[src/rtl/imem_loader_pkg.sv]
// Shared types and constants for the instruction-memory boot loader.
package imem_loader_pkg;

    // Loader FSM states
    typedef enum logic [2:0] {
        ST_IDLE  = 3'd0,
        ST_LEN0  = 3'd1,
        ST_LEN1  = 3'd2,
        ST_DATA  = 3'd3,
        ST_CHECK = 3'd4,
        ST_DONE  = 3'd5
    } state_e;

    // Width of the word-count field at the head of the frame
    localparam int LEN_W = 16;

    // Byte-lane mapping: lane k of a word occupies bits [LANE_W*k +: LANE_W],
    // so the first byte of the little-endian stream lands in bits [7:0].
    localparam int         LANE_W    = 8;
    localparam logic [1:0] LAST_LANE = 2'd3;

    // Place one byte into its lane of a 32-bit word, leaving other lanes alone
    function automatic logic [31:0] lane_insert(input logic [31:0] word,
                                                input logic [1:0]  lane,
                                                input logic [7:0]  data);
        logic [31:0] w;
        w = word;
        w[LANE_W*lane +: LANE_W] = data;
        return w;
    endfunction

endpackage

[src/rtl/imem_loader_byte_packer.sv]
// Packs accepted stream bytes into 32-bit little-endian words and emits a
// one-cycle word_valid pulse with the completed word the cycle after the
// fourth byte is accepted.
module byte_packer
    import imem_loader_pkg::*;
(
    input  logic        clk,
    input  logic        rst_n,
    input  logic        clr,
    input  logic        byte_valid,
    input  logic [7:0]  byte_in,
    output logic        last_lane,
    output logic [31:0] word,
    output logic        word_valid
);

    logic [1:0]  byte_idx_q, byte_idx_d;
    logic [31:0] shift_q, shift_d;
    logic [31:0] word_q, word_d;
    logic        word_valid_q, word_valid_d;
    logic [31:0] assembled_s;

    // Next-state logic: insert the byte into its lane, release on the last lane
    always_comb begin
        byte_idx_d   = byte_idx_q;
        shift_d      = shift_q;
        word_d       = word_q;
        word_valid_d = 1'b0;
        assembled_s  = lane_insert(shift_q, byte_idx_q, byte_in);
        if (clr) begin
            byte_idx_d = 2'd0;
            shift_d    = 32'h0000_0000;
        end else if (byte_valid) begin
            if (byte_idx_q == LAST_LANE) begin
                word_d       = assembled_s;
                word_valid_d = 1'b1;
                byte_idx_d   = 2'd0;
                shift_d      = 32'h0000_0000;
            end else begin
                byte_idx_d = byte_idx_q + 2'd1;
                shift_d    = assembled_s;
            end
        end else begin
            byte_idx_d = byte_idx_q;
        end
    end

    // Packer state registers; reset discards any partial word
    always_ff @(posedge clk) begin
        if (!rst_n) begin
            byte_idx_q   <= 2'd0;
            shift_q      <= 32'h0000_0000;
            word_q       <= 32'h0000_0000;
            word_valid_q <= 1'b0;
        end else begin
            byte_idx_q   <= byte_idx_d;
            shift_q      <= shift_d;
            word_q       <= word_d;
            word_valid_q <= word_valid_d;
        end
    end

    assign last_lane  = (byte_idx_q == LAST_LANE);
    assign word       = word_q;
    assign word_valid = word_valid_q;

endmodule

[src/rtl/imem_loader.sv]
// Boot-time instruction-memory loader: parses a framed byte stream
// (16-bit word count, little-endian words, XOR checksum), writes each word
// to the instruction memory and holds the CPU in reset until a clean load.
module imem_loader
    import imem_loader_pkg::*;
#(
    parameter int DEPTH  = 64,
    parameter int ADDR_W = 32
) (
    input  logic              clk,
    input  logic              rst_n,
    input  logic              load_start,
    input  logic [7:0]        in_data,
    input  logic              in_valid,
    output logic              in_ready,
    output logic              mem_we,
    output logic [ADDR_W-1:0] mem_addr,
    output logic [31:0]       mem_wdata,
    output logic              busy,
    output logic              done,
    output logic              error,
    output logic              cpu_hold
);

    localparam int WIDX_W = $clog2(DEPTH + 1);

    state_e            state_q, state_d;
    logic [LEN_W-1:0]  len_q, len_d;
    logic [WIDX_W-1:0] word_idx_q, word_idx_d;
    logic [7:0]        csum_q, csum_d;
    logic              in_ready_q, in_ready_d;
    logic              busy_q, busy_d;
    logic              done_q, done_d;
    logic              error_q, error_d;
    logic              cpu_hold_q, cpu_hold_d;
    logic [ADDR_W-1:0] mem_addr_q, mem_addr_d;

    logic              accept_s;
    logic              pack_clr_s;
    logic              pack_valid_s;
    logic              last_lane_s;
    logic [LEN_W-1:0]  n_s;
    logic              accepting_s;

    assign accept_s     = in_valid && in_ready_q;
    assign n_s          = {in_data, len_q[7:0]};
    assign pack_valid_s = accept_s && (state_q == ST_DATA);

    byte_packer u_packer (
        .clk        (clk),
        .rst_n      (rst_n),
        .clr        (pack_clr_s),
        .byte_valid (pack_valid_s),
        .byte_in    (in_data),
        .last_lane  (last_lane_s),
        .word       (mem_wdata),
        .word_valid (mem_we)
    );

    // FSM next-state, counters, checksum and flag updates
    always_comb begin
        state_d    = state_q;
        len_d      = len_q;
        word_idx_d = word_idx_q;
        csum_d     = csum_q;
        error_d    = error_q;
        cpu_hold_d = cpu_hold_q;
        mem_addr_d = mem_addr_q;
        pack_clr_s = 1'b0;
        case (state_q)
            ST_IDLE, ST_DONE: begin
                if (load_start) begin
                    state_d    = ST_LEN0;
                    error_d    = 1'b0;
                    csum_d     = 8'h00;
                    word_idx_d = '0;
                    pack_clr_s = 1'b1;
                    cpu_hold_d = 1'b1;
                end else begin
                    state_d = state_q;
                end
            end
            ST_LEN0: begin
                if (accept_s) begin
                    len_d   = {8'h00, in_data};
                    state_d = ST_LEN1;
                end else begin
                    state_d = ST_LEN0;
                end
            end
            ST_LEN1: begin
                if (accept_s) begin
                    len_d = n_s;
                    if (n_s > LEN_W'(DEPTH)) begin
                        state_d = ST_DONE;
                        error_d = 1'b1;
                    end else if (n_s == 16'h0000) begin
                        state_d = ST_CHECK;
                    end else begin
                        state_d = ST_DATA;
                    end
                end else begin
                    state_d = ST_LEN1;
                end
            end
            ST_DATA: begin
                if (accept_s) begin
                    csum_d = csum_q ^ in_data;
                    if (last_lane_s) begin
                        // Capture this word's address before word_idx advances
                        mem_addr_d = ADDR_W'({word_idx_q, 2'b00});
                        word_idx_d = word_idx_q + WIDX_W'(1);
                        if ((LEN_W'(word_idx_q) + 16'd1) == len_q) begin
                            state_d = ST_CHECK;
                        end else begin
                            state_d = ST_DATA;
                        end
                    end else begin
                        state_d = ST_DATA;
                    end
                end else begin
                    state_d = ST_DATA;
                end
            end
            ST_CHECK: begin
                if (accept_s) begin
                    state_d = ST_DONE;
                    if (in_data == csum_q) begin
                        error_d    = 1'b0;
                        cpu_hold_d = 1'b0;
                    end else begin
                        error_d    = 1'b1;
                        cpu_hold_d = 1'b1;
                    end
                end else begin
                    state_d = ST_CHECK;
                end
            end
            default: begin
                state_d    = ST_IDLE;
                cpu_hold_d = 1'b1;
            end
        endcase

        accepting_s = (state_d == ST_LEN0) || (state_d == ST_LEN1) ||
                      (state_d == ST_DATA) || (state_d == ST_CHECK);
        in_ready_d  = accepting_s;
        busy_d      = accepting_s;
        done_d      = (state_d == ST_DONE);
    end

    // FSM and output registers
    always_ff @(posedge clk) begin
        if (!rst_n) begin
            state_q    <= ST_IDLE;
            len_q      <= '0;
            word_idx_q <= '0;
            csum_q     <= 8'h00;
            in_ready_q <= 1'b0;
            busy_q     <= 1'b0;
            done_q     <= 1'b0;
            error_q    <= 1'b0;
            cpu_hold_q <= 1'b1;
            mem_addr_q <= '0;
        end else begin
            state_q    <= state_d;
            len_q      <= len_d;
            word_idx_q <= word_idx_d;
            csum_q     <= csum_d;
            in_ready_q <= in_ready_d;
            busy_q     <= busy_d;
            done_q     <= done_d;
            error_q    <= error_d;
            cpu_hold_q <= cpu_hold_d;
            mem_addr_q <= mem_addr_d;
        end
    end

    assign in_ready = in_ready_q;
    assign busy     = busy_q;
    assign done     = done_q;
    assign error    = error_q;
    assign cpu_hold = cpu_hold_q;
    assign mem_addr = mem_addr_q;

endmodule

[config.mk]
export PLATFORM = sky130hd
export DESIGN_NAME = imem_loader
export DESIGN_NICKNAME = d
export VERILOG_FILES = /design/src/rtl/imem_loader_pkg.sv /design/src/rtl/imem_loader_byte_packer.sv /design/src/rtl/imem_loader.sv
export SDC_FILE = /design/constraint.sdc
export NUM_CORES = 1
export LEC_CHECK = 0
export CAP_MARGIN = 20
export CORE_MARGIN = 5
export CORE_UTILIZATION = 35
export CTS_CLUSTER_SIZE = 16
export DETAILED_ROUTE_END_ITERATION = 6
export PLACE_DENSITY = 0.65
export SETUP_SLACK_MARGIN = 0.5
export SKIP_CTS_REPAIR_TIMING = 1
export SLEW_MARGIN = 10
export SYNTH_ARGS = -nofsm -noshare
export SYNTH_HDL_FRONTEND = slang
export SYNTH_SLANG_ARGS = --single-unit
[constraint.sdc]
create_clock -name clk -period 7.2 [get_ports clk]
set_clock_uncertainty 0.15 [all_clocks]
set_input_delay 1.44 -clock clk [delete_from_list [all_inputs] [get_ports clk]]
set_output_delay 1.44 -clock clk [all_outputs]
set_load 0.02 [all_outputs]
### Word level (Yosys, flattened, before mapping)

Cells that the tools add are included.

| cells by class | value |
|---|---|
| $add $sub $neg | 4 |
| multipliers | 0 |
| div/mod/pow operators | 0 |
| $lt $le $gt $ge | 1 |
| equality and inequality tests | 20 |
| shift-type cells | 2 |
| multiplexer cells | 34 |
| bitwise logic cells | 6 |
| reductions and logical operators | 22 |

Operators by type and width:

| kind | count |
|---|---|
| negation 5 -> 34 bit | 1 |
| variable shift 8 x 34 -> 32 bit, first input constant | 1 |
| variable part select 8 x 34 -> 32 bit | 1 |
| bitwise mux 32 bit | 1 |
| two-way mux 16 bit | 2 |
| two-way mux 32 bit | 1 |
| one-hot mux 16 bit (2 select lines) | 1 |
| two-way mux 3 bit | 7 |
| two-way mux 7 bit | 3 |
| AND reduction 3 bit | 6 |
| == test 8 x 16 -> 1 bit | 1 |
| greater-than comparator 16 x 7 -> 1 bit, second input constant | 1 |
| zero test 16 bit | 1 |
| two-way mux 8 bit | 2 |
| one-hot mux 8 bit (2 select lines) | 1 |
| one-hot mux 3 bit (5 select lines) | 1 |
| != test 2 bit, second input constant | 7 |
| one-hot mux 7 bit (2 select lines) | 1 |
| == test 3 x 2 -> 1 bit, second input constant | 4 |
| == test 3 bit, second input constant | 4 |
| two-way mux 1 bit | 10 |
| adder 7 x 1 -> 8 bit, second input constant | 1 |
| == test 8 bit | 1 |
| bitwise XOR 8 bit | 1 |
| other kinds (16) | 29 |

| word-level totals | value |
|---|---|
| register bits | 112 |
| latch bits | 0 |
| bits in writable memories | 0 |
| ROM bits | 0 |
| memories | 0 |

### Logic depth before layout (Yosys ltp)

Gate-level depths: netlist of the first run.

| logic depth | value |
|---|---|
| depth after elaboration | 10 |
| depth in mapped cells | 9 |
| gate-level depth less buffers | 8 |

### Modules after synthesis

A second synthesis of the first run with hierarchy kept.

| second synthesis, totals | value |
|---|---|
| cell total of the unflattened synthesis | 625 |
| area, all modules | 5427.7 um^2 |

Modules (own cells, without submodules):

| module | times used | cells each | area each (um^2) | sequential area each (um^2) |
|---|---|---|---|---|
| byte_packer | 1 | 292 | 2792.7 | 1341.3 |
| imem_loader | 1 | 333 | 2635.0 | 900.9 |

### Worst setup path before layout of the first run

OpenSTA, ideal clock, no wires.

| path | value |
|---|---|
| path type | input port to flip-flop |
| start point | in in_data[2] |
| end point | reg busy_q (netlist: busy) |
| arrival time | 3.006 ns |
| required time | 6.934 ns |
| slack | 3.928 ns |
| cell stages on the path | 7 |
| buffers on the path | 1 |
| cell sequence | buf_4 > or4_4 > nor4_4 > nand3_1 > o21a_1 > and2_4 > o211a_1 |

| on the way | value |
|---|---|
| cells in the longest elaborated chain, start to end | 9 |

RTL lines:

| item | line | RTL |
|---|---|---|
| from (decl) | imem_loader.sv:13 | `input logic [7:0] in_data,` |
| parallel branches: the longest is 2 deep, another holds greater-than comparator 16 x 7 -> 1 bit | -- |  |
| two-way mux 3 bit (*) | imem_loader.sv:94 | `if (n_s > LEN_W'(DEPTH)) begin` |
| two-way mux 3 bit (*) | imem_loader.sv:92 | `if (accept_s) begin` |
| one-hot mux 3 bit (5 select lines) (*) | imem_loader.sv:70 | `case (state_q)` |
| == test 3 x 1 -> 1 bit or == test 3 x 2 -> 1 bit (tied branches) | imem_loader.sv:145 | `accepting_s = (state_d == ST_LEN0) \|\| (state_d == ST_LEN1) \|\|` |
| logical OR 1 bit (2 in series) | imem_loader.sv:145 |  |
| logical OR 1 bit (*) | imem_loader.sv:146 | `(state_d == ST_DATA) \|\| (state_d == ST_CHECK);` |
| to (signal assigned) | imem_loader.sv:171 | `busy_q <= busy_d;` |
| to (decl) | imem_loader.sv:32 | `logic busy_q, busy_d;` |

Every way passes the cells marked *.
A chain may end at the register's enable or synchronous reset.

### Worst setup path after layout of the first run

| path | value |
|---|---|
| start point | in in_data[3] |
| end point | reg busy_q (netlist: busy) |

Same word-level chain as after synthesis.

==> run summary, run 1 <==
=================================================================================
Run status                                                           finished clean
CTS clk-pin slew, worst paths                                             0.07 ns
Critical Path RT                                                          7.30 ns
Maximum Capacitance Violations                                                  0
Mean Syn Cell Area                                                      7.712 µm²
Count of cells along the worst hold path                                        2
Worst Path Arrival                                                        3.77 ns
Detailed-route vias per instance                                            5.069
Largest voltage drop on the vdd net                                   0.0001113 V
Number of synthesized flops with an enable pin                                  0
Cell with the largest stage delay on the worst path                  sky130_fd_sc_hd__clkdlybuf4s50_1
Hold Crit Class                                                      flip-flop to flip-flop
Starting Density                                                           0.3597
Multiplexer fraction of the synthesized cell area                               0
Clock power frac                                                            0.412
DRC violation count after routing                                               0
Final count of hold timing violations                                           0
Cells along the critical path                                        clkdlybuf4s50_1 -> or4_4 -> nor4_4 -> nand3_1 -> o21a_1 -> and2_4 -> o211a_1
Via count                                                                    4552
Max-slew violations                                                             0
Number of warnings printed during yosys synthesis                               0
Beginning of the worst hold path                                      mem_addr[3]
Highest Clock Rate                                                     0.2728 GHz
Post-synthesis compound-gate area fraction                                 0.2050
Simple-gate share of the synthesized area                                  0.2266
Pin slew with the least headroom to its limit                           0.8201 ns
Delay of the slowest cell on the worst path                               0.66 ns
Most frequent cells after synthesis                                  sky130_fd_sc_hd__dfxtp_1, sky130_fd_sc_hd__nand2_1, sky130_fd_sc_hd__nor2_1, sky130_fd_sc_hd__a21oi_1, sky130_fd_sc_hd__a22oi_1
Largest net degree at the start of global routing                              43
Total Routing Usage GR                                                     0.1469
Source-to-sink clock delay at the later pin of the worst-skew pair        0.35 ns
Most frequently used cell type in the post-synthesis netlist         sky130_fd_sc_hd__dfxtp_1
Area overhead of the layout relative to synthesis                          16.13%
Count of final setup violators                                                  0
Cell internal power dissipation                                          929.7 µW
Worst rel slew slack                                                       0.4490
Vert. Die Dim                                                            132.7 µm
Adder-cell area share of the yosys netlist                                0.01663
Number of nets with antenna violations after detailed routing                   0
Number of global-route vias before repair                                    4194
Most area-consuming cells after synthesis                            sky130_fd_sc_hd__dfxtp_1, sky130_fd_sc_hd__nand2_1, sky130_fd_sc_hd__a22oi_1
Kind of end point of the critical path                                  flip-flop
Final global-route overflow total                                               0
Count of input and output buffers                                              56
DIE AREA                                                                17600 µm²
Leakage                                                                  2.118 nW
CTS buffer count                                                                9
Proportion of netlist area held by the largest area contributor            0.4257
Total of flip-flops plus latches after synthesis                              112
H-tree depth                                                                    3
Synthesized cell area                                                    5268 µm²
Routability Congestion                                                     0.8108
Share of total power in sequential cells                                    0.517
CTS tree                                                                      yes
Switch Pwr                                                               286.5 µW
Fin crit share                                                             0.5091
Tmin final                                                               3.665 ns
Terminating pin of the worst hold path                                mem_addr[3]
Drt first pass iters                                                            5
Clock sink count                                                              112
Largest area contributor in the synthesized netlist                  sky130_fd_sc_hd__dfxtp_1
Synth Area in XOR/XNOR                                                    0.02827
Clk Tree Root Cell                                                   sky130_fd_sc_hd__clkbuf_16
Logic depth of the worst register-to-register path                              8
Combinational cell fraction of total power                                  0.071
Fin util                                                                   0.4177
Average wire length per cell after detail routing                        14.61 µm
CP Max Fanout                                                                  10
Sum of routed wire length over all layers                                13.12 mm
Async SR Flop Fraction                                                          0
Wire length of the first global-routing pass                             21.36 mm
Net total in the final layout                                                 728
Accumulated negative setup slack                                             0 ns
Worst R2R Setup Slack                                                     4.14 ns
Syn Inst Count                                                                683
Half-perimeter wire length after placement                               8.746 mm
DRC marker count from the first detailed-route iteration                      322
Total inserted antenna cells                                                    0
Kind of cell adding the most delay to the critical path              simple AND/OR/NAND/NOR gates
Number of buffers and inverters on the critical path                            1
Ports placed on the boundary                                                   82
Number of antenna violations at the first check in global routing               0
Top_reg_cell synth                                                   sky130_fd_sc_hd__dfxtp_1
Unrepaired setup endpoints after global routing                                no
Fill cell count                                                              1500
Startpoint kind of the worst setup timing path                         input port
Row Count                                                                      44
Critical path class                                                  input port to flip-flop
Endpoint of the most critical register-to-register path              word_idx_q[3]
Largest family of logic cells by synthesized area                    simple AND/OR/NAND/NOR gates
Horizontal extent of the die                                             132.7 µm
Register area share after synthesis                                        0.4257
Crit Reg-Reg Startpoint                                                state_q[0]
Net switching share of the total power                                     0.2356
Core Region                                                             14640 µm²
Max Root-Sink Buffers                                                           2
Post-synth cell types                                                          51
Share of layout cells above drive strength 1                              0.04482
Pwr dens                                                             198.8 nW/µm²
=================================================================================
layout by cell type (no fill, tap or decap), types with 6 or more instances in the layout:
master	n
sky130_fd_sc_hd__clkbuf_16	9
sky130_fd_sc_hd__conb_1	25
sky130_fd_sc_hd__nand2_1	110
sky130_fd_sc_hd__a22o_1	8
sky130_fd_sc_hd__buf_4	8
sky130_fd_sc_hd__nand3b_1	9
sky130_fd_sc_hd__xor2_1	13
sky130_fd_sc_hd__a22oi_1	43
sky130_fd_sc_hd__nand3_1	15
sky130_fd_sc_hd__o21ai_0	38
sky130_fd_sc_hd__ha_1	7
sky130_fd_sc_hd__dfxtp_1	112
sky130_fd_sc_hd__inv_1	30
sky130_fd_sc_hd__nand2b_1	6
sky130_fd_sc_hd__nor3_1	16
sky130_fd_sc_hd__nor2_1	82
sky130_fd_sc_hd__a21oi_1	64
sky130_fd_sc_hd__clkdlybuf4s50_1	56
state kept, by name (all words and copies together), names as in the netlist:
signal	count
u_packer.word_valid	1
error	1
u_packer.word	32
state_q	3
busy	1
u_packer.byte_idx_q	2
mem_addr	7
u_packer.shift_q	32
done	1
csum_q	8
cpu_hold	1
word_idx_q	7
len_q	16
cell type report:
| type | instances | area [µm²] | area share |
|---|---|---|---|
| Tap cell | 184 | 230.2 | 0.03764 |
| Clock inverter | 2 | 38.79 | 0.006341 |
| Timing Repair Buffer | 65 | 625.6 | 0.1023 |
| Sequential cell | 112 | 2242 | 0.3665 |
| Clock buffer | 14 | 254.0 | 0.04152 |
| Inverter | 32 | 120.1 | 0.01964 |
| Multi-Input combinational cell | 489 | 2606 | 0.4261 |
metrics by stage:
step	instance area [µm²]	power (mW)	instances	hold WS [ns]	setup WS (ns)
after floorplan	5358	0.7155	707	0.3011	3.928
after global placement	5819	0.7285	881	0.2932	3.231
after detailed placement	5819	0.7288	881	0.2973	3.200
after CTS	6112	1.233	897	0.3068	3.578
after global routing	6117	1.265	898	0.3215	3.455
final	6117	1.216	898	0.3021	3.535
how the worst max path moves through the flow:
stage	from	to	slack (ns)	cells past startpoint
finish	in_data[3]	busy	3.53	7
global route	in_data[3]	busy	3.45	7
CTS	in_data[3]	busy	3.58	7
detailed placement	in_data[3]	busy	3.20	7
global placement	in_data[3]	busy	3.23	7
floorplan	in_data[2]	busy	3.93	7
power by group through the flow:
stage	clock (mW)	sequential, mW	combinational, mW
finish	0.501	0.629	0.0864
global route	0.542	0.629	0.0940
CTS	0.518	0.629	0.0861
detailed placement	0	0.643	0.0857
global placement	0	0.643	0.0854
floorplan	0	0.641	0.0740
kinds of logic (layout without fill, tap and decap cells):
family,after synthesis,after routing
DFF,112,112
xor gates and xnor gates,17,17
adders and majority gates,7,7
AOI/OAI and AO/OA,173,173
and+or+nand+nor,267,267
other,1,25
buffers and inverters,106,113
per-layer routing:
metal / vias up / global-route usage / share of wire
li1: 2313 / - / -
met1: 2112 / 0.1971 / 0.48
met2: 122 / 0.2306 / 0.46
met3: 5 / 0.04480 / 0.057
met4: 0 / 0.03868 / 0.0081
met5: - / 0 / 0
tightest hold or removal path, stage by stage, from the launching register on:
cell and delay (ns):
sky130_fd_sc_hd__dfxtp_1 0.31, sky130_fd_sc_hd__nand2_1 0.05, sky130_fd_sc_hd__a21oi_1 0.05
Power figures use the tool's default switching activity.
==> run 2, diff against run 1 <==
==> constraint.sdc (replaced) <==
create_clock -name clk -period 3.4 [get_ports clk]
set_clock_uncertainty 0.15 [all_clocks]
set_input_delay 0.68 -clock clk [delete_from_list [all_inputs] [get_ports clk]]
set_output_delay 0.68 -clock clk [all_outputs]
set_load 0.02 [all_outputs]
==> run summary, run 2 (same netlist as run 1, synthesis figures left out) <==
=================================================================================
Beginning of the worst hold path                                     u_packer.word[22]
CTS clk-pin slew, worst paths                                             0.07 ns   about the same
Starting Density                                                           0.3597   unchanged
Max-slew violations                                                             0   unchanged
Worst rel slew slack                                                       0.4039   -0.04509
Tmin final                                                               2.649 ns
Count of input and output buffers                                              56   unchanged
Wire length of the first global-routing pass                             21.69 mm   +1.6%
Half-perimeter wire length after placement                               8.862 mm   +1.3%
Startpoint kind of the worst setup timing path                         input port
Number of antenna violations at the first check in global routing               0   unchanged
Critical path class                                                  input port to flip-flop
Highest Clock Rate                                                     0.3774 GHz
DRC violation count after routing                                               0   unchanged
Core Region                                                             14640 µm²   unchanged
Average wire length per cell after detail routing                        14.26 µm   -2.4%
Routability Congestion                                                     0.8182   +0.91%
Largest net degree at the start of global routing                              48   +12%
Critical Path RT                                                          3.50 ns   -3.80 ns
H-tree depth                                                                    3   unchanged
Worst hold margin                                                       0.3027 ns   +0.0005930 ns
Total Routing Usage GR                                                     0.1483   +0.001411
Via count                                                                    4602   +1.1%
Run status                                                           finished clean
Largest voltage drop on the vdd net                                   0.0002164 V   +94%
Leading cell types in the layout, fill and taps excluded             sky130_fd_sc_hd__dfxtp_1, sky130_fd_sc_hd__nand2_1, sky130_fd_sc_hd__nor2_1
Detailed-route vias per instance                                            5.030   -0.78%
Commonest non-fill, non-tap cell in the layout                       sky130_fd_sc_hd__dfxtp_1
Logic depth of the worst register-to-register path                              6   -2
Vert. Die Dim                                                            132.7 µm   unchanged
Clock sink count                                                              112   unchanged
Count of cells along the worst hold path                                        2   unchanged
Accumulated negative setup slack                                             0 ns   unchanged
Ports placed on the boundary                                                   82   unchanged
Unrepaired setup endpoints after global routing                                no
Clk Tree Root Cell                                                   sky130_fd_sc_hd__clkbuf_16
Net total in the final layout                                                 745   +2.3%
Maximum Capacitance Violations                                                  0   unchanged
DRC marker count from the first detailed-route iteration                      348   +8.1%
CTS tree                                                                      yes
Terminating pin of the worst hold path                               u_packer.word[22]
Number of nets with antenna violations after detailed routing                   0   unchanged
CP Max Fanout                                                                   3   -7
Non-filler instance count after layout                                        915   +1.9%
Final count of hold timing violations                                           0   unchanged
DIE AREA                                                                17600 µm²   unchanged
Inst Count DP                                                                 899   +2.0%
Hold Crit Class                                                      flip-flop to flip-flop
Worst Path Arrival                                                        2.75 ns   -1.02 ns
Number of global-route vias before repair                                    4298   +2.5%
Area overhead of the layout relative to synthesis                          18.95%
Leakage                                                                  2.204 nW   +4.1%
Total inserted antenna cells                                                    0   unchanged
Pwr dens                                                             411.5 nW/µm²   +110%
Crit Reg-Reg Startpoint                                                state_q[0]
CTS buffer count                                                                9   unchanged
Row Count                                                                      44   unchanged
Final global-route overflow total                                               0   unchanged
Pin slew with the least headroom to its limit                           0.8919 ns   +0.07178 ns
Source-to-sink clock delay at the later pin of the worst-skew pair        0.36 ns   about the same
Kind of end point of the critical path                                  flip-flop
Fin crit share                                                             0.7793
Count of final setup violators                                                  0   unchanged
Worst R2R Setup Slack                                                     1.05 ns   -3.09 ns
Drt first pass iters                                                            5   unchanged
Horizontal extent of the die                                             132.7 µm   unchanged
Share of layout cells above drive strength 1                              0.07250   +0.02769
Sum of routed wire length over all layers                                13.05 mm   -0.54%
Endpoint of the most critical register-to-register path              u_packer.word[27]
Max Root-Sink Buffers                                                           2   unchanged
=================================================================================
run 2: per-layer routing:
layer / global-route usage / part of all wire / vias to the layer above
met3: 0.02923 / 0.057 / 14
met5: 0 / 0 / -
met4: 0.05600 / 0.016 / 0
met2: 0.2331 / 0.44 / 129
met1: 0.2016 / 0.49 / 2114
li1: - / - / 2345
run 2: worst max path at each step:
stage          slack, ns   end  cells past startpoint  startpoint
2_1_floorplan       0.89  busy                      7  in_data[2]
3_3_place_gp        0.42  busy                      7  in_data[3]
3_5_place_dp        0.39  busy                      7  in_data[3]
4_1_cts             0.76  busy                      7  in_data[3]
5_1_grt             0.66  busy                      7  in_data[3]
6_report            0.75  busy                      7  in_data[3]
run 2: where the power goes:
part / internal (mW) / total (mW) / switching, mW
Combinational: 0.0649 / 0.196 / 0.131
Clock: 0.533 / 1.05 / 0.519
Sequential: 1.32 / 1.33 / 0.0130
run 2: area by class of cell:
type,count,area (µm²)
flip-flops and latches,112,2242
multi-input cells,489,2606
repair buffers,82,768.2
inverters,32,120.1
clock inverters,6,60.06
fillers,1516,8378
clock buffers,10,239.0
well taps,184,230.2
run 2: metrics by stage:
step	power, mW	worst slack, ns	instance area, µm²	utilization
floorplan	1.515	0.8877	5358	-
global placement	1.557	0.4225	5967	0.4075
detailed placement	1.556	0.3884	5967	0.4075
CTS	2.607	0.7597	6266	0.4279
global route	2.691	0.6650	6266	0.4279
finish	2.578	0.7505	6266	0.4279
run 2: worst max-delay path, cell delays in order:
cell and delay (ns):
sky130_fd_sc_hd__clkdlybuf4s50_1 0.42, sky130_fd_sc_hd__or4_4 0.55, sky130_fd_sc_hd__nor4_4 0.34, sky130_fd_sc_hd__nand3_1 0.17
sky130_fd_sc_hd__o21a_1 0.23, sky130_fd_sc_hd__and2_4 0.16, sky130_fd_sc_hd__o211a_1 0.19
==> run 3, diff against run 2 <==
==> constraint.sdc (replaced) <==
create_clock -name clk -period 2.5 [get_ports clk]
set_clock_uncertainty 0.15 [all_clocks]
set_input_delay 0.5 -clock clk [delete_from_list [all_inputs] [get_ports clk]]
set_output_delay 0.5 -clock clk [all_outputs]
set_load 0.02 [all_outputs]
==> run summary, run 3 (same netlist as run 1, synthesis figures left out) <==
=================================================================================
CTS tree                                                                      yes
Accumulated negative setup slack                                             0 ns   unchanged
Area used by sequential logic in the layout                              2252 µm²   +0.45%
Clk Tree Root Cell                                                   sky130_fd_sc_hd__clkbuf_16
Share of total power in sequential cells                                    0.497   -0.019
Leakage                                                                  2.654 nW   +20%
Vert. Die Dim                                                            132.7 µm   unchanged
Worst Path Arrival                                                        2.25 ns   -0.50 ns
Routability Congestion                                                     0.8783   +7.3%
Kind of end point of the critical path                                  flip-flop
Average wire length per cell after detail routing                        14.63 µm   +2.6%
Largest voltage drop on the vdd net                                   0.0003345 V   +55%
Critical Path RT                                                          2.60 ns   -0.90 ns
Pwr dens                                                             544.5 nW/µm²   +32%
Cells along the critical path                                        or4_4 -> or4_4 -> nand2b_1 -> a21oi_2 -> nand4b_1 -> o211a_1
Number of global-route vias before repair                                    4132   -3.9%
Max Root-Sink Buffers                                                           2   unchanged
Core Region                                                             14640 µm²   unchanged
Wire length of the first global-routing pass                             21.73 mm   +0.16%
Net total in the final layout                                                 764   +2.6%
Critical path class                                                  flip-flop to flip-flop
Switch Pwr                                                               926.5 µW   +40%
Worst hold margin                                                       0.3047 ns   +0.001984 ns
Delay of the slowest cell on the worst path                               0.54 ns   about the same
DRC violation count after routing                                               0   unchanged
Placed Instance Area                                                     6165 µm²   +3.3%
Area overhead of the layout relative to synthesis                          26.72%
Final global-route overflow total                                               0   unchanged
Via count                                                                    4700   +2.1%
Final cell area excluding filler cells                                   6675 µm²   +6.5%
Number of antenna violations at the first check in global routing               0   unchanged
H-tree depth                                                                    3   unchanged
Net switching share of the total power                                     0.2549   -0.002005
Total inserted antenna cells                                                    0   unchanged
Tmin final                                                               2.151 ns
Starting Density                                                           0.3597   unchanged
DRC marker count from the first detailed-route iteration                      315   -9.5%
Fill cell count                                                              1453   -4.2%
CTS clk-pin slew, worst paths                                             0.07 ns   about the same
Startpoint kind of the worst setup timing path                          flip-flop
Horizontal extent of the die                                             132.7 µm   unchanged
DIE AREA                                                                17600 µm²   unchanged
Ports placed on the boundary                                                   82   unchanged
Count of final setup violators                                                  0   unchanged
Cell with the largest stage delay on the worst path                  sky130_fd_sc_hd__or4_4
Source-to-sink clock delay at the later pin of the worst-skew pair        0.36 ns   about the same
Clock power frac                                                            0.418   +0.010
Multi-input gate area                                                    2739 µm²   +5.1%
Share of layout cells above drive strength 1                               0.1360   +0.06350
Maximum Capacitance Violations                                                  0   unchanged
Fin crit share                                                             0.8604
Max-slew violations                                                             0   unchanged
Clock sink count                                                              112   unchanged
Drt first pass iters                                                            5   unchanged
Final count of hold timing violations                                           0   unchanged
CTS buffer count                                                                9   unchanged
Largest net degree at the start of global routing                              40   -17%
Leading cell types in the layout, fill and taps excluded             sky130_fd_sc_hd__nand2_1, sky130_fd_sc_hd__dfxtp_1, sky130_fd_sc_hd__nor2_1
Detailed-route vias per instance                                            5.032   about the same
Commonest non-fill, non-tap cell in the layout                       sky130_fd_sc_hd__nand2_1
Critical path's most frequent cell                                   sky130_fd_sc_hd__or4_4
Half-perimeter wire length after placement                               9.264 mm   +4.5%
Total Routing Usage GR                                                     0.1510   +0.002686
Combinational cell fraction of total power                                  0.085   +0.009
Highest Clock Rate                                                     0.4649 GHz
Row Count                                                                      44   unchanged
CP Max Fanout                                                                   3   unchanged
Run status                                                           finished clean
Hold Crit Class                                                      flip-flop to flip-flop
Unrepaired setup endpoints after global routing                               yes
Sum of routed wire length over all layers                                13.67 mm   +4.7%
Number of nets with antenna violations after detailed routing                   0   unchanged
Count of input and output buffers                                              56   unchanged
Fin util                                                                   0.4558   +0.02794
Cell internal power dissipation                                          2.708 mW   +41%
=================================================================================
==> run 3: changes by cell type in the layout (fill, tap and decap cells not counted), sizes merged <==
cell	previous run	this run
clkdlybuf4s50	56	35
clkbuf	10	12
bufinv	0	1
dlymetal6s2s	0	19
clkinvlp	2	0
clkinv	3	5
buf	26	44
==> run 3: metrics by stage <==
step | cells | power, mW | setup slack, ns
4_1_cts | 932 | 3.663 | 0.1568
3_3_place_gp | 916 | 2.148 | -0.2108
5_1_grt | 934 | 3.766 | 0.2678
3_5_place_dp | 916 | 2.146 | -0.2142
2_1_floorplan | 707 | 2.063 | 0.2653
6_report | 934 | 3.635 | 0.3490
==> run 3: path summary, 6_finish.rpt <==
| check | cells past startpoint | from | to | slack (ns) |
|---|---|---|---|---|
| setup / recovery | 6 | len_q[3] | busy | 0.35 |
| hold / removal | 2 | mem_addr[3] | mem_addr[3] | 0.30 |
| setup reg to reg | 6 | len_q[3] | busy | 0.35 |
| hold reg to reg | 2 | mem_addr[3] | mem_addr[3] | 0.30 |
==> run 3: cell type report <==
type / instances / share of cell area
Clock buffer: 9 / 0.03374
Sequential cell: 112 / 0.3374
Tap cell: 184 / 0.03449
Clock inverter: 7 / 0.01331
Inverter: 32 / 0.01799
Multi-Input combinational cell: 489 / 0.4103
Timing Repair Buffer: 101 / 0.1528
==> run 3: layer usage <==
metal,part of all wire,global-route usage
met1,0.49,0.2160
met2,0.45,0.2289
met3,0.043,0.02961
met4,0.015,0.04850
met5,0,0
==> run 3: power groups by stage <==
stage / combinational, mW / clock, mW / sequential (mW)
6_report: 0.309 / 1.52 / 1.81
5_1_grt: 0.331 / 1.62 / 1.81
4_1_cts: 0.299 / 1.56 / 1.81
3_5_place_dp: 0.297 / 0 / 1.85
3_3_place_gp: 0.298 / 0 / 1.85
2_1_floorplan: 0.216 / 0 / 1.85
==> run 3: critical path: cells and delay by family, from the launching register on <==
| kind | cells | cell delay [ns] |
|---|---|---|
| AOI/OAI and AO/OA | 2 | 0.30 |
| and+or+nand+nor | 4 | 1.26 |
| DFF | 1 | 0.33 |
==> RTL edit 1: new RTL, config.mk and constraints of run 2 <==
Re-encode `state_e` (6 states) as one-hot, 6 bits wide.
--- a/src/rtl/imem_loader_pkg.sv
+++ b/src/rtl/imem_loader_pkg.sv
@@ -4,9 +4,9 @@
     // Loader FSM states
-    typedef enum logic [2:0] {
-        ST_IDLE  = 3'd0,
-        ST_LEN0  = 3'd1,
-        ST_LEN1  = 3'd2,
-        ST_DATA  = 3'd3,
-        ST_CHECK = 3'd4,
-        ST_DONE  = 3'd5
+    typedef enum logic [5:0] {
+        ST_IDLE  = 6'b000001,
+        ST_LEN0  = 6'b000010,
+        ST_LEN1  = 6'b000100,
+        ST_DATA  = 6'b001000,
+        ST_CHECK = 6'b010000,
+        ST_DONE  = 6'b100000
     } state_e;
Formal check against the unedited RTL: no difference found for any inputs over 10 cycles, from zero or initial values and one cycle with rst_n low; not proved beyond that.
==> RTL edit 1 against run 2 <==
Sequential cell count grew 3. Largest cell class unchanged. Critical endpoint is now u_packer.word[11]. Die area grew 5.2%. Cell area grew 9.4%. Routed wire length grew 6.1%. Setup slack gained 0.12 ns. Count of clock-buffer cells in the layout grew 11. Highest routed layer unchanged. Critical path depth grew 1. Total power grew 27%. Utilization grew 0.82 points. Synthesized cell count grew 0.73%. Area after synthesis grew 5.6%.
==> RTL edit 1: results (changes against run 2) <==
Detailed routing
  • Initial DRC Count: 310 (-11%)
  • WL met2: 6640 µm (+16%)
  • Vias: 4708 (+2.3%)
  • Met3 WL: 580 µm (-23%)
  • DRT met1 WL: 6480 µm (+1.9%)
  • Post-Route WL: 13800 µm (+6.1%)
  • Top Metal Used: met4

Placed design
  • GPL Wtd Cong: 0.834 (+1.9%)
  • Place WS: 0.464 ns (+0.0755 ns)
  • PortBufs: 56 (unchanged)
  • Placed inst area: 0.00628 mm² (+5.3%)
  • Post-DP HPWL: 9370 µm (+5.7%)
  • Dpl cells: 938 (+4.3%)

Yosys
  • Synth area leaders: dfxtp_1, nand2_1, a21boi_0, a22oi_1, o21ai_0
  • Synth cell types: 55 (+7.8%)
  • Most instantiated cells after synthesis: nand2_1, dfxtp_1, nor2_1, o21ai_0, a21boi_0
  • Mean Syn Cell Area: 8.09 µm² (+4.8%)
  • Post-synthesis sequential area ratio: 41.4% (-1.2 points)
  • Area leader, netlist: dfxtp_1

Timing
  • Fin Hold WS: 0.308 ns (+0.00563 ns)
  • Worst setup margin: 0.874 ns (+0.123 ns)
  • Post-Route Setup TNS: 0 ns (unchanged)
  • Worst Max-Slew Pin Slew: 0.779 ns (-0.113 ns)

Min path
  • Hold_sp: u_packer.word[29]
  • Hold Crit Endpoint: u_packer.word[29]
  • Worst min path class: reg -> reg
  • Hold path depth: 2 (unchanged)

Critical path
  • Crit path from: in_valid
  • R2r worst-path depth: 7 (+1)
  • Internal reg-to-reg setup slack: 0.88 ns (-0.17 ns)
  • CP Max Fanout: 28 (+25)
  • Worst Setup EP: u_packer.word[11]
  • Crit end category: flip-flop
  • CP arrival: 2.71 ns (-0.04 ns)
  • Crit-path slowest cell: clkdlybuf4s50_1
  • R2r startpoint: u_packer.byte_idx_q[0]
  • Reg2reg end: u_packer.word[31]
  • Max incr delay on CP: 0.42 ns (-0.13 ns)

Layout
  • Non-Filler Instances: 968 (+5.8%)
  • Share of layout cells above drive strength 1: 8.24% (+0.99 points)
  • Nets: 760 (+2.0%)

CTS
  • CTS Buf Count: 17 (+8)
  • Root Buffer: clkbuf_16
  • Htree depth: 4 (+1)
  • Clock latency at the later pin of the worst-skew pair: 0.42 ns (+0.06 ns)
  • CTS clk-pin slew, worst paths: 0.05 ns (-0.02 ns)

Pwr
  • Pleak: 0.00240 µW (+9.0%)
  • P_sw: 754 µW (+14%)
  • Logic gate share of total power: 6.1% (-1.5 points)
  • IR drop worst, VDD: 0.297 mV (+37%)
  • Pint: 2530 µW (+32%)
  • Clk power: 1720 µW (+64%)

Global route
  • GR Util met2: 25.1% (+1.8 points)
  • Largest net degree at the start of global routing: 42 (-13%)
  • Met3 usage: 4.44% (+1.5 points)
  • First-pass GRT wire length: 22400 µm (+3.1%)
  • Met1 Use GR: 19.1% (-1.1 points)
  • GRT Total Usage: 15.2% (+0.39 points)
  • Vias in the first global route: 4414 (+2.7%)

Status
  • Status: finished, final reports clean
-- RTL edit 1: cell count changes after synthesis, sizes merged, moves of 13 or more --
cell,change
a21boi,+48
a21oi,-58
nand2,+20
nor2,-33
nor2b,+16
o21ai,+13
-- RTL edit 1: cell type report --
cell class	instances	area [µm²]
timing repair buffer	77	713
inverter	38	143
multi-input combinational	492	2860
clock inverter	9	108
tap	216	270
clock buffer	21	460
sequential	115	2300
fill	1605	8860
-- RTL edit 1: cell families (layout without fill, tap and decap cells) --
| kind of cell | count (synthesis) | after routing | synth area share [%] |
|---|---|---|---|
| DFF | 115 | 115 | 41.4 |
| buffers and inverters | 105 | 145 | 9.02 |
| muxes | 8 | 8 | 1.44 |
| AOI/OAI and AO/OA | 171 | 171 | 21.2 |
| adders and majority gates | 7 | 7 | 1.57 |
| other | 1 | 25 | 0.0674 |
| and+or+nand+nor | 265 | 265 | 22.8 |
| xor gates and xnor gates | 16 | 16 | 2.52 |
==> RTL edit 2: new RTL, flow settings as in run 2 <==
Made on the original files. `DEPTH`: 64 -> 128.
--- a/src/rtl/imem_loader.sv
+++ b/src/rtl/imem_loader.sv
@@ -6,3 +6,3 @@
 #(
-    parameter int DEPTH  = 64,
+    parameter int DEPTH  = 128,
     parameter int ADDR_W = 32
Function: changed (a bounded check fails within 4 cycles, from zero or initial values and one cycle with rst_n low).
==> RTL edit 2 against run 2 <==
The run now ends with design-rule violations left. Total power grew 26%. Setup slack lost 0.071 ns. Utilization grew 1.4 points. Combinational power shrank 4%. Area after synthesis grew 1.7%. Cell area grew 6.5%. Register-to-register slack lost 0.37 ns. Sequential cell count grew 2. Routed wire length grew 4.1%. Worst hold slack lost 0.0029 ns. Critical path type is now reg -> reg. Largest cell class unchanged. Highest routed layer unchanged.
==> RTL edit 2: results (changes against run 2) <==
Yosys
  • Synth area leaders: dfxtp_1, nand2_1, a21oi_1, a22oi_1, nor2_1
  • Synth cell types: 50 (-2.0%)
  • Ys async rst share: 0% (unchanged)
  • Syn. warnings: 0 (unchanged)
  • Post-synthesis sequential area ratio: 42.6% (about the same)
  • Area leader, netlist: dfxtp_1
  • Most instantiated cells after synthesis: nand2_1, dfxtp_1, a21oi_1, nor2_1, a22oi_1
  • Post-synth top area share: 42.6% (about the same)

Layout
  • Fillers: 1521 (+0.33%)
  • Inserted Diodes: 0 (unchanged)
  • Share of layout cells above drive strength 1: 8.84% (+1.6 points)
  • Nets: 775 (+4.0%)

Placed design
  • GPL Wtd Cong: 0.806 (-1.5%)
  • PortBufs: 57 (+1.8%)
  • Placed inst area: 0.00608 mm² (+1.9%)
  • Post-DP HPWL: 8930 µm (+0.82%)

CTS
  • Clock latency at the later pin of the worst-skew pair: 0.42 ns (+0.06 ns)
  • CTS Buf Count: 17 (+8)
  • Root Buffer: clkbuf_16
  • CTS max path bufs: 2 (unchanged)
  • CTS clk-pin slew, worst paths: 0.05 ns (-0.02 ns)
  • Htree depth: 4 (+1)

Critical path
  • Max incr delay on CP: 0.52 ns (-0.03 ns)
  • CP delay by family, top: compound AO/OA/AOI/OAI gates
  • CP Max Fanout: 7 (+4)
  • Crit-path slowest cell: or4b_1

Global route
  • Vias in the first global route: 4556 (+6.0%)
  • GR Util met2: 24.9% (+1.6 points)
  • Met1 Use GR: 19.7% (-0.42 points)
  • Initial antenna violation count: 0 (unchanged)
  • Largest net degree at the start of global routing: 55 (+15%)
  • First-pass GRT wire length: 22500 µm (+3.8%)
  • GRT Total Usage: 15.6% (+0.74 points)
  • Met3 usage: 4.65% (+1.7 points)

Detailed routing
  • First-pass DRT Iterations: 7 (+2)
  • Initial DRC Count: 261 (-25%)
  • Drc violations: 2 (+2)
  • Vias: 4817 (+4.7%)
  • Post-Route WL: 13600 µm (+4.1%)

Pwr
  • Pleak: 0.00229 µW (+3.9%)
  • IR drop worst, VDD: 0.344 mV (+59%)
  • Pint: 2500 µW (+30%)

Timing
  • Slew headroom: 48.5% (+8.1 points)

Min path
  • Worst min path class: reg -> reg

Status
  • Violated checks: design-rule violations
  • Status: complete, but fails checks
[RTL edit 2: changes by cell type after synthesis, sizes merged, moves of 5 or more]
| cell | before | now |
|---|---|---|
| nand4 | 2 | 13 |
| xnor2 | 4 | 14 |
| a21oi | 65 | 75 |
| nor2 | 83 | 72 |
| nand3 | 15 | 7 |
| nor3 | 16 | 11 |
| xor2 | 13 | 4 |
| nand2 | 110 | 143 |
[RTL edit 2: final timing paths]
path                                         from                 to  slack (ns)  cells past startpoint
worst max register to register      word_idx_q[0]               done        0.68                      8
worst max-delay path                word_idx_q[0]               done        0.68                      8
worst min register to register  u_packer.word[20]  u_packer.word[20]        0.30                      2
worst min-delay path            u_packer.word[20]  u_packer.word[20]        0.30                      2
[RTL edit 2: cell families after synthesis]
kind of cell	share of synthesized area [%]
xor gates and xnor gates	2.94
other	0.0700
and+or+nand+nor	22.9
DFF	42.6
adders and majority gates	1.63
AOI/OAI and AO/OA	20.6
buffers and inverters	9.11
muxes	0.210
[RTL edit 2: tightest hold or removal path, cell delays in order, from the launching register on]
cell     delay, ns
dfxtp_1       0.30
nand2_1       0.05
a21oi_1       0.05
[RTL edit 2: power groups by stage]
stage	Clock, µW	Combinational, µW	Sequential, µW
3_3_place_gp	0	188	1390
2_1_floorplan	0	149	1380
6_report	1700	188	1360
5_1_grt	1800	205	1360
3_5_place_dp	0	188	1390
4_1_cts	1730	189	1360
[RTL edit 2: cell type report]
cell class | count | area, µm² | share of cell area [%]
clock buffer | 23 | 498 | 7.46
clock inverter | 9 | 78.8 | 1.18
tap | 188 | 235 | 3.52
inverter | 32 | 120 | 1.80
multi-input combinational | 510 | 2690 | 40.4
sequential | 114 | 2280 | 34.2
timing repair buffer | 81 | 763 | 11.4
[RTL edit 2: per-stage QoR]
stage / setup WS, ns / std cells / hold slack, ns
floorplan: 0.716 / 727 / 0.306
global placement: 0.492 / 925 / 0.293
detailed placement: 0.413 / 925 / 0.297
CTS: 0.394 / 957 / 0.305
global route: 0.556 / 957 / 0.315
finish: 0.680 / 957 / 0.300
[RTL edit 2: metal layers]
metal  up-vias  routed length, µm
met5         -                  0
met4         0                206
met3        13                722
met2       118               6340
met1      2227               6320
li1       2459                  -
